`config.mk`:
```
export PLATFORM = sky130hd
export DESIGN_NAME = usb_boot_sequencer
export DESIGN_NICKNAME = d
export VERILOG_FILES = /design/src/rtl/usb_boot_pkg.sv /design/src/rtl/usb_boot_sequencer.sv
export SDC_FILE = /design/constraint.sdc
export NUM_CORES = 1
export LEC_CHECK = 0
export ABC_AREA = 1
export CAP_MARGIN = 0
export CELL_PAD_IN_SITES_DETAIL_PLACEMENT = 0
export CELL_PAD_IN_SITES_GLOBAL_PLACEMENT = 1
export CORE_MARGIN = 2
export CORE_UTILIZATION = 38
export DETAILED_ROUTE_END_ITERATION = 8
export GPL_TIMING_DRIVEN = 0
export MAX_ROUTING_LAYER = met4
export PLACE_DENSITY = 0.79
export SYNTH_ARGS = -nofsm -noshare
export SYNTH_HDL_FRONTEND = slang
export SYNTH_SLANG_ARGS = --single-unit
```
`constraint.sdc`:
```
create_clock -name clk_48mhz -period 1.7 [get_ports clk_48mhz]
set_clock_uncertainty 0.15 [all_clocks]
set_input_delay 0.34 -clock clk_48mhz [delete_from_list [all_inputs] [get_ports clk_48mhz]]
set_output_delay 0.34 -clock clk_48mhz [all_outputs]
set_load 0.01 [all_outputs]
```
`src/rtl/usb_boot_pkg.sv`:
```
// Shared definitions for the USB boot sequencer: state encoding,
// counter widths and the default timing constants at 48 MHz.
package usb_boot_pkg;

    // Shared dwell counter and TX quiet counter widths.
    localparam int DWELL_W = 20;
    localparam int QUIET_W = 8;

    // Default timing, in clk_48mhz cycles.
    localparam int DEF_TX_QUIET_CYCLES = 64;      // bus idle before detach
    localparam int DEF_DRAIN_TIMEOUT   = 48000;   // 1 ms forced-detach limit
    localparam int DEF_DETACH_CYCLES   = 480000;  // 10 ms pull-up-off dwell
    localparam int DEF_SETUP_CYCLES    = 16;      // image-select setup

    // Sequencer states, binary encoded.
    typedef enum logic [2:0] {
        ST_IDLE   = 3'd0,
        ST_DRAIN  = 3'd1,
        ST_DETACH = 3'd2,
        ST_ARM    = 3'd3,
        ST_BOOT   = 3'd4
    } boot_state_t;

endpackage

```
`src/rtl/usb_boot_sequencer.sv`:
```
// USB detach / warm-boot sequencer. On a boot request it waits for the
// USB transmitter to go quiet (or a drain timeout), drops the D+ pull-up
// for the detach time, presents the captured image select for a setup
// time and then fires the warm-boot trigger, which holds until reset.
// boot_req is a level that is only sampled in IDLE; once the sequence
// starts there is no abort path. dbg_state mirrors the current state.
module usb_boot_sequencer
    import usb_boot_pkg::*;
#(
    parameter int TX_QUIET_CYCLES = DEF_TX_QUIET_CYCLES,
    parameter int DRAIN_TIMEOUT   = DEF_DRAIN_TIMEOUT,
    parameter int DETACH_CYCLES   = DEF_DETACH_CYCLES,
    parameter int SETUP_CYCLES    = DEF_SETUP_CYCLES
) (
    input  logic       clk_48mhz,
    input  logic       reset_n,
    input  logic       boot_req,
    input  logic [1:0] image_sel,
    input  logic       usb_tx_en,
    output logic       usb_pullup_en,
    output logic       wb_s1,
    output logic       wb_s0,
    output logic       wb_boot,
    output logic       busy,
    output logic [2:0] dbg_state
);

    // Counters start at 0 on state entry, so a dwell of N cycles ends
    // when the counter holds N-1.
    localparam logic [DWELL_W-1:0] DRAIN_LAST  = DWELL_W'(DRAIN_TIMEOUT - 1);
    localparam logic [DWELL_W-1:0] DETACH_LAST = DWELL_W'(DETACH_CYCLES - 1);
    localparam logic [DWELL_W-1:0] SETUP_LAST  = DWELL_W'(SETUP_CYCLES - 1);
    localparam logic [QUIET_W-1:0] QUIET_LAST  = QUIET_W'(TX_QUIET_CYCLES - 1);

    if (TX_QUIET_CYCLES < 1 || TX_QUIET_CYCLES > 255 ||
        DRAIN_TIMEOUT < 1 || DRAIN_TIMEOUT > 1048575 ||
        DETACH_CYCLES < 1 || DETACH_CYCLES > 1048575 ||
        SETUP_CYCLES < 1 || SETUP_CYCLES > 1048575) begin : g_bad_params
        $error("usb_boot_sequencer: timing parameter out of range");
    end

    boot_state_t        state_q;
    boot_state_t        state_d;
    logic [DWELL_W-1:0] dwell_cnt;
    logic [QUIET_W-1:0] quiet_cnt;
    logic [1:0]         img_q;
    logic               drain_quiet;
    logic               drain_timeout;
    logic               pullup_d;
    logic [1:0]         wb_sel_d;
    logic               wb_boot_d;
    logic               busy_d;

    // A quiet exit needs this cycle to be idle too, so the count reaching
    // TX_QUIET_CYCLES and the transition coincide.
    assign drain_quiet   = !usb_tx_en && (quiet_cnt >= QUIET_LAST);
    assign drain_timeout = (dwell_cnt >= DRAIN_LAST);
    assign dbg_state     = state_q;

    // State register.
    always_ff @(posedge clk_48mhz) begin
        if (!reset_n) begin
            state_q <= ST_IDLE;
        end else begin
            state_q <= state_d;
        end
    end

    // Dwell counter, TX quiet counter and image capture.
    always_ff @(posedge clk_48mhz) begin
        if (!reset_n) begin
            dwell_cnt <= '0;
            quiet_cnt <= '0;
            img_q     <= '0;
        end else begin
            if (state_d != state_q) begin
                dwell_cnt <= '0;
            end else if (dwell_cnt != '1) begin
                dwell_cnt <= dwell_cnt + DWELL_W'(1);
            end

            if (state_q != ST_DRAIN || usb_tx_en) begin
                quiet_cnt <= '0;
            end else if (quiet_cnt != '1) begin
                quiet_cnt <= quiet_cnt + QUIET_W'(1);
            end

            if (state_q == ST_IDLE && boot_req) begin
                img_q <= image_sel;
            end
        end
    end

    // Next-state logic; both DRAIN exits share a single transition.
    always_comb begin
        state_d = state_q;
        case (state_q)
            ST_IDLE:   if (boot_req) state_d = ST_DRAIN;
            ST_DRAIN:  if (drain_quiet || drain_timeout) state_d = ST_DETACH;
            ST_DETACH: if (dwell_cnt >= DETACH_LAST) state_d = ST_ARM;
            ST_ARM:    if (dwell_cnt >= SETUP_LAST) state_d = ST_BOOT;
            ST_BOOT:   state_d = ST_BOOT;
            default:   state_d = ST_IDLE;
        endcase
    end

    // Output decode from the next state so registered outputs track the state.
    always_comb begin
        pullup_d  = 1'b1;
        wb_sel_d  = 2'b00;
        wb_boot_d = 1'b0;
        busy_d    = (state_d != ST_IDLE);
        case (state_d)
            ST_DETACH: begin
                pullup_d = 1'b0;
            end
            ST_ARM: begin
                pullup_d = 1'b0;
                wb_sel_d = img_q;
            end
            ST_BOOT: begin
                pullup_d  = 1'b0;
                wb_sel_d  = img_q;
                wb_boot_d = 1'b1;
            end
            default: begin
                pullup_d = 1'b1;
            end
        endcase
    end

    // Output registers.
    always_ff @(posedge clk_48mhz) begin
        if (!reset_n) begin
            usb_pullup_en <= 1'b1;
            wb_s1         <= 1'b0;
            wb_s0         <= 1'b0;
            wb_boot       <= 1'b0;
            busy          <= 1'b0;
        end else begin
            usb_pullup_en <= pullup_d;
            wb_s1         <= wb_sel_d[1];
            wb_s0         <= wb_sel_d[0];
            wb_boot       <= wb_boot_d;
            busy          <= busy_d;
        end
    end

endmodule

```
==> results.sh <==
export IMPL_status="finished with violations"
export IMPL_violations="negative setup slack"
export IMPL_hold_depth=2
export IMPL_area_growth_pct=34.3
export IMPL_ioPinCount=14
export IMPL_grt_util_met2_pct=26.9
export IMPL_top_usage_layer="met2"
export IMPL_syn_nets=319
export IMPL_rr_endpoint="dwell_cnt[9]"
export IMPL_grt_usage_pct=17.5
export IMPL_drc_errors=0
export IMPL_timing_final_max_slew_violations=0
export IMPL_ant_nets=0
export IMPL_power_density_nw_per_um2=631
export IMPL_path_depth=12
export IMPL_period_share_pct=108
export IMPL_cp_start_kind="register"
export IMPL_cap_violations=0
export IMPL_layout_common_cells="nor2_1 (44), nand2_1 (43), inv_1 (32), nor2_2 (23), dfxtp_1 (19)"
export IMPL_min_path_type="register to register"
export IMPL_reg2reg_setup_slack_ns=-0.14
export IMPL_syn_cell_area_um2=2160
export IMPL_fin_ws_ns=-0.142
export IMPL_fin_crit_ns=1.84
export IMPL_dpl_instance_area_um2=2390
export IMPL_cts_tree="built"
export IMPL_worstSetupEndpointType="register"
export IMPL_cp_top_family="simple AND/OR/NAND/NOR gates"
export IMPL_cp_endpoint="dwell_cnt[9]"
export IMPL_grt_pass1_vias=1934
export IMPL_grt_use_met3_pct=3.39
export IMPL_numCtsBuffers=5
export IMPL_ys_seq_elements=38
export IMPL_yosysSeqAreaShare_pct=35.1
export IMPL_hold_buffers=0
export IMPL_clockBufferDepth=2
export IMPL_dr_pass1_iters=4
export IMPL_yosys_warnings=0
export IMPL_gr_total_overflow=0
export IMPL_worstSkewPairLatency_ns=0.30
export IMPL_tightest_slew_ns=0.443
export IMPL_dp_cells=396
export IMPL_die_h_um=79.5
export IMPL_post_synth_top_area_cell="dfxtp_1"
export IMPL_die_x_um=79.5
export IMPL_core_area_um2=5510
export IMPL_fin_area_um2=2910
export IMPL_synthTopCellsByArea="dfxtp_1 (35%), nor2_1 (9.2%), nand2_1 (8.5%), inv_1 (5.9%), nor2_2 (5.8%)"
export IMPL_avgRoutedWirePerCell_um=12.2
export IMPL_place_hpwl_mm=3.42
export IMPL_clk_pin_slew_ns=0.08
export IMPL_grt_util_met1_pct=23.2
export IMPL_cts_root_buf="clkbuf_8"
export IMPL_max_clock_freq_mhz=543
export IMPL_power_leakage_nw=1.21
export IMPL_gp_congestion=0.789
export IMPL_synth_area_per_cell_um2=6.96
export IMPL_via_per_inst=4.77
export IMPL_std_cell_rows=27
export IMPL_crit_path_max_fanout=5
export IMPL_crit_top_cell="nand2_2"
export IMPL_setup_viol=21
export IMPL_nets=355
export IMPL_clock_sink_count=38
export IMPL_htree_levels=2
export IMPL_vias=2002
export IMPL_synth_top_area_share_pct=35.1
export IMPL_path_cells="ha_4 > nand3_4 > buf_6 > inv_6 > nand4_1 > nand2_2 > nand2_2 > nand3_2 > nand2_2 > nand2_4 > clkbuf_16 > nor2_2"
export IMPL_ir_drop_mv=0.547
export IMPL_rsz0062_at_grt="yes"
export IMPL_place_ws_ns=-0.229
export IMPL_syn_instance_count=311
export IMPL_synth_distinct_cells=31
export IMPL_ff2ff_path_depth=12
export IMPL_crit_start="dwell_cnt[1]"
export IMPL_wl_mm=5.12
export IMPL_drt_iter0_markers=78
export IMPL_n_fill_cell=518
export IMPL_grt_pass1_wl_mm=8.58
export IMPL_start_util_pct=39.3
export IMPL_drive_gt1_share_pct=37.4
export IMPL_grt_max_degree=12
export IMPL_worstSetupPathType="register to register"
export IMPL_layout_commonest_cell="nor2_1"
export IMPL_hold_viol=0
export IMPL_finish_utilization_pct=52.8
export IMPL_diodes=0
export IMPL_critPathBufInv=3
export IMPL_antenna_found_initial=0
export IMPL_slew_headroom_pct=70.2
export IMPL_worst_path_max_delay_cell="dfxtp_4"
export IMPL_port_buffers=13
export IMPL_max_stage_delay_ns=0.37
export IMPL_finalNonFillerCells=420
export IMPL_dieArea_um2=6320
export IMPL_crit_arrival_ns=1.88
export IMPL_required_ns=1.73
export IMPL_r2r_start="dwell_cnt[1]"
-- what timing repair did --
action | 4_1_cts | 5_1_grt
pin swaps | 13 | 16
setup buffers | 7 | 9
cloned | 1 | 1
resized for setup | 32 | 47
endpoints found under the hold margin | 0 | 0
endpoints found under the setup margin | 31 | 34
-- report_power, final --
part / internal, W / switching (W) / leakage [nW] / total [W]
Combinational: 0.0000923 / 0.0000960 / 0.837 / 0.000188
Clock: 0.000410 / 0.000320 / 0.0575 / 0.000730
Sequential: 0.000903 / 0.0000121 / 0.318 / 0.000915
Total: 0.00140 / 0.000428 / 1.21 / 0.00183
-- worst reg2reg max path: cells and delay by family, from the launching register on --
family,cells,cell delay [ns]
AND/OR/NAND/NOR,8,0.70
buffers and inverters,3,0.39
flip-flops,1,0.37
adder cells (fa/ha/maj),1,0.14
-- state kept, by name, summed over array words and instances (netlist names) --
name,cells
usb_pullup_en,1
dwell_cnt,20
dbg_state,3
img_q,2
quiet_cnt,8
wb_s1,1
wb_s0,1
busy,1
wb_boot,1
-- area by class of cell --
type / instances / area [µm²] / area share [%]
buffer: 4 / 62.6 / 2.15
clock buffer: 8 / 110 / 3.79
inverter: 47 / 181 / 6.24
multi-input combinational: 221 / 1380 / 47.3
sequential: 38 / 792 / 27.2
tap: 72 / 90.1 / 3.10
timing repair buffer: 30 / 295 / 10.2
-- metal layers --
metal / routed length, µm / vias to the layer above
met2: 2440 / 22
li1: - / 1046
met1: 2500 / 927
met4: 61 / 0
met5: 0 / -
met3: 121 / 7
-- through the flow --
| stage | power, W | hold slack (ns) | setup TNS, ns |
|---|---|---|---|
| 2_1_floorplan | 0.00102 | 0.265 | 0 |
| 3_3_place_gp | 0.00107 | 0.277 | -4.87 |
| 3_5_place_dp | 0.00107 | 0.279 | -4.55 |
| 4_1_cts | 0.00183 | 0.292 | -2.67 |
| 5_1_grt | 0.00190 | 0.328 | -4.90 |
| 6_report | 0.00183 | 0.290 | -2.29 |
-- cells by family (layout without fill, tap and decap cells) --
group | after synthesis | count (layout) | share of synthesized area, %
fa+ha+maj | 2 | 2 | 1.16
xor+xnor | 17 | 17 | 6.88
compound gates | 24 | 24 | 5.72
buf+inv | 52 | 89 | 10.5
flops | 38 | 38 | 35.1
simple gates | 178 | 178 | 40.6
-- Yosys cell counts --
| master | number |
|---|---|
| a21oi_1 | 11 |
| nor2_4 | 3 |
| nand3_2 | 4 |
| clkinv_1 | 3 |
| nor4_1 | 1 |
| nand4_2 | 1 |
| a31oi_1 | 1 |
| ha_1 | 2 |
| buf_2 | 1 |
| nor2_2 | 20 |
| nand4_1 | 7 |
| xnor2_1 | 3 |
| nand2_1 | 49 |
| o21ai_1 | 1 |
| a211oi_1 | 1 |
| inv_2 | 10 |
| buf_8 | 2 |
| inv_1 | 34 |
| and3_1 | 1 |
| nor3_2 | 1 |
| nor3b_1 | 1 |
| nor2_1 | 53 |
| nor3_1 | 10 |
| nand3_1 | 18 |
| nor3_4 | 1 |
| nand2_2 | 7 |
| dfxtp_1 | 38 |
| o21ai_0 | 10 |
| nand2_4 | 1 |
| buf_4 | 2 |
| xor2_1 | 14 |
-- worst min-delay path by stage --
stage / startpoint / end
after floorplan: img_q[0] / wb_s0
after global placement: img_q[1] / wb_s1
after detailed placement: img_q[1] / wb_s1
after CTS: img_q[1] / wb_s1
after global routing: img_q[0] / wb_s0
final: img_q[1] / wb_s1
No activity file was read; power rests on OpenSTA's default activity.
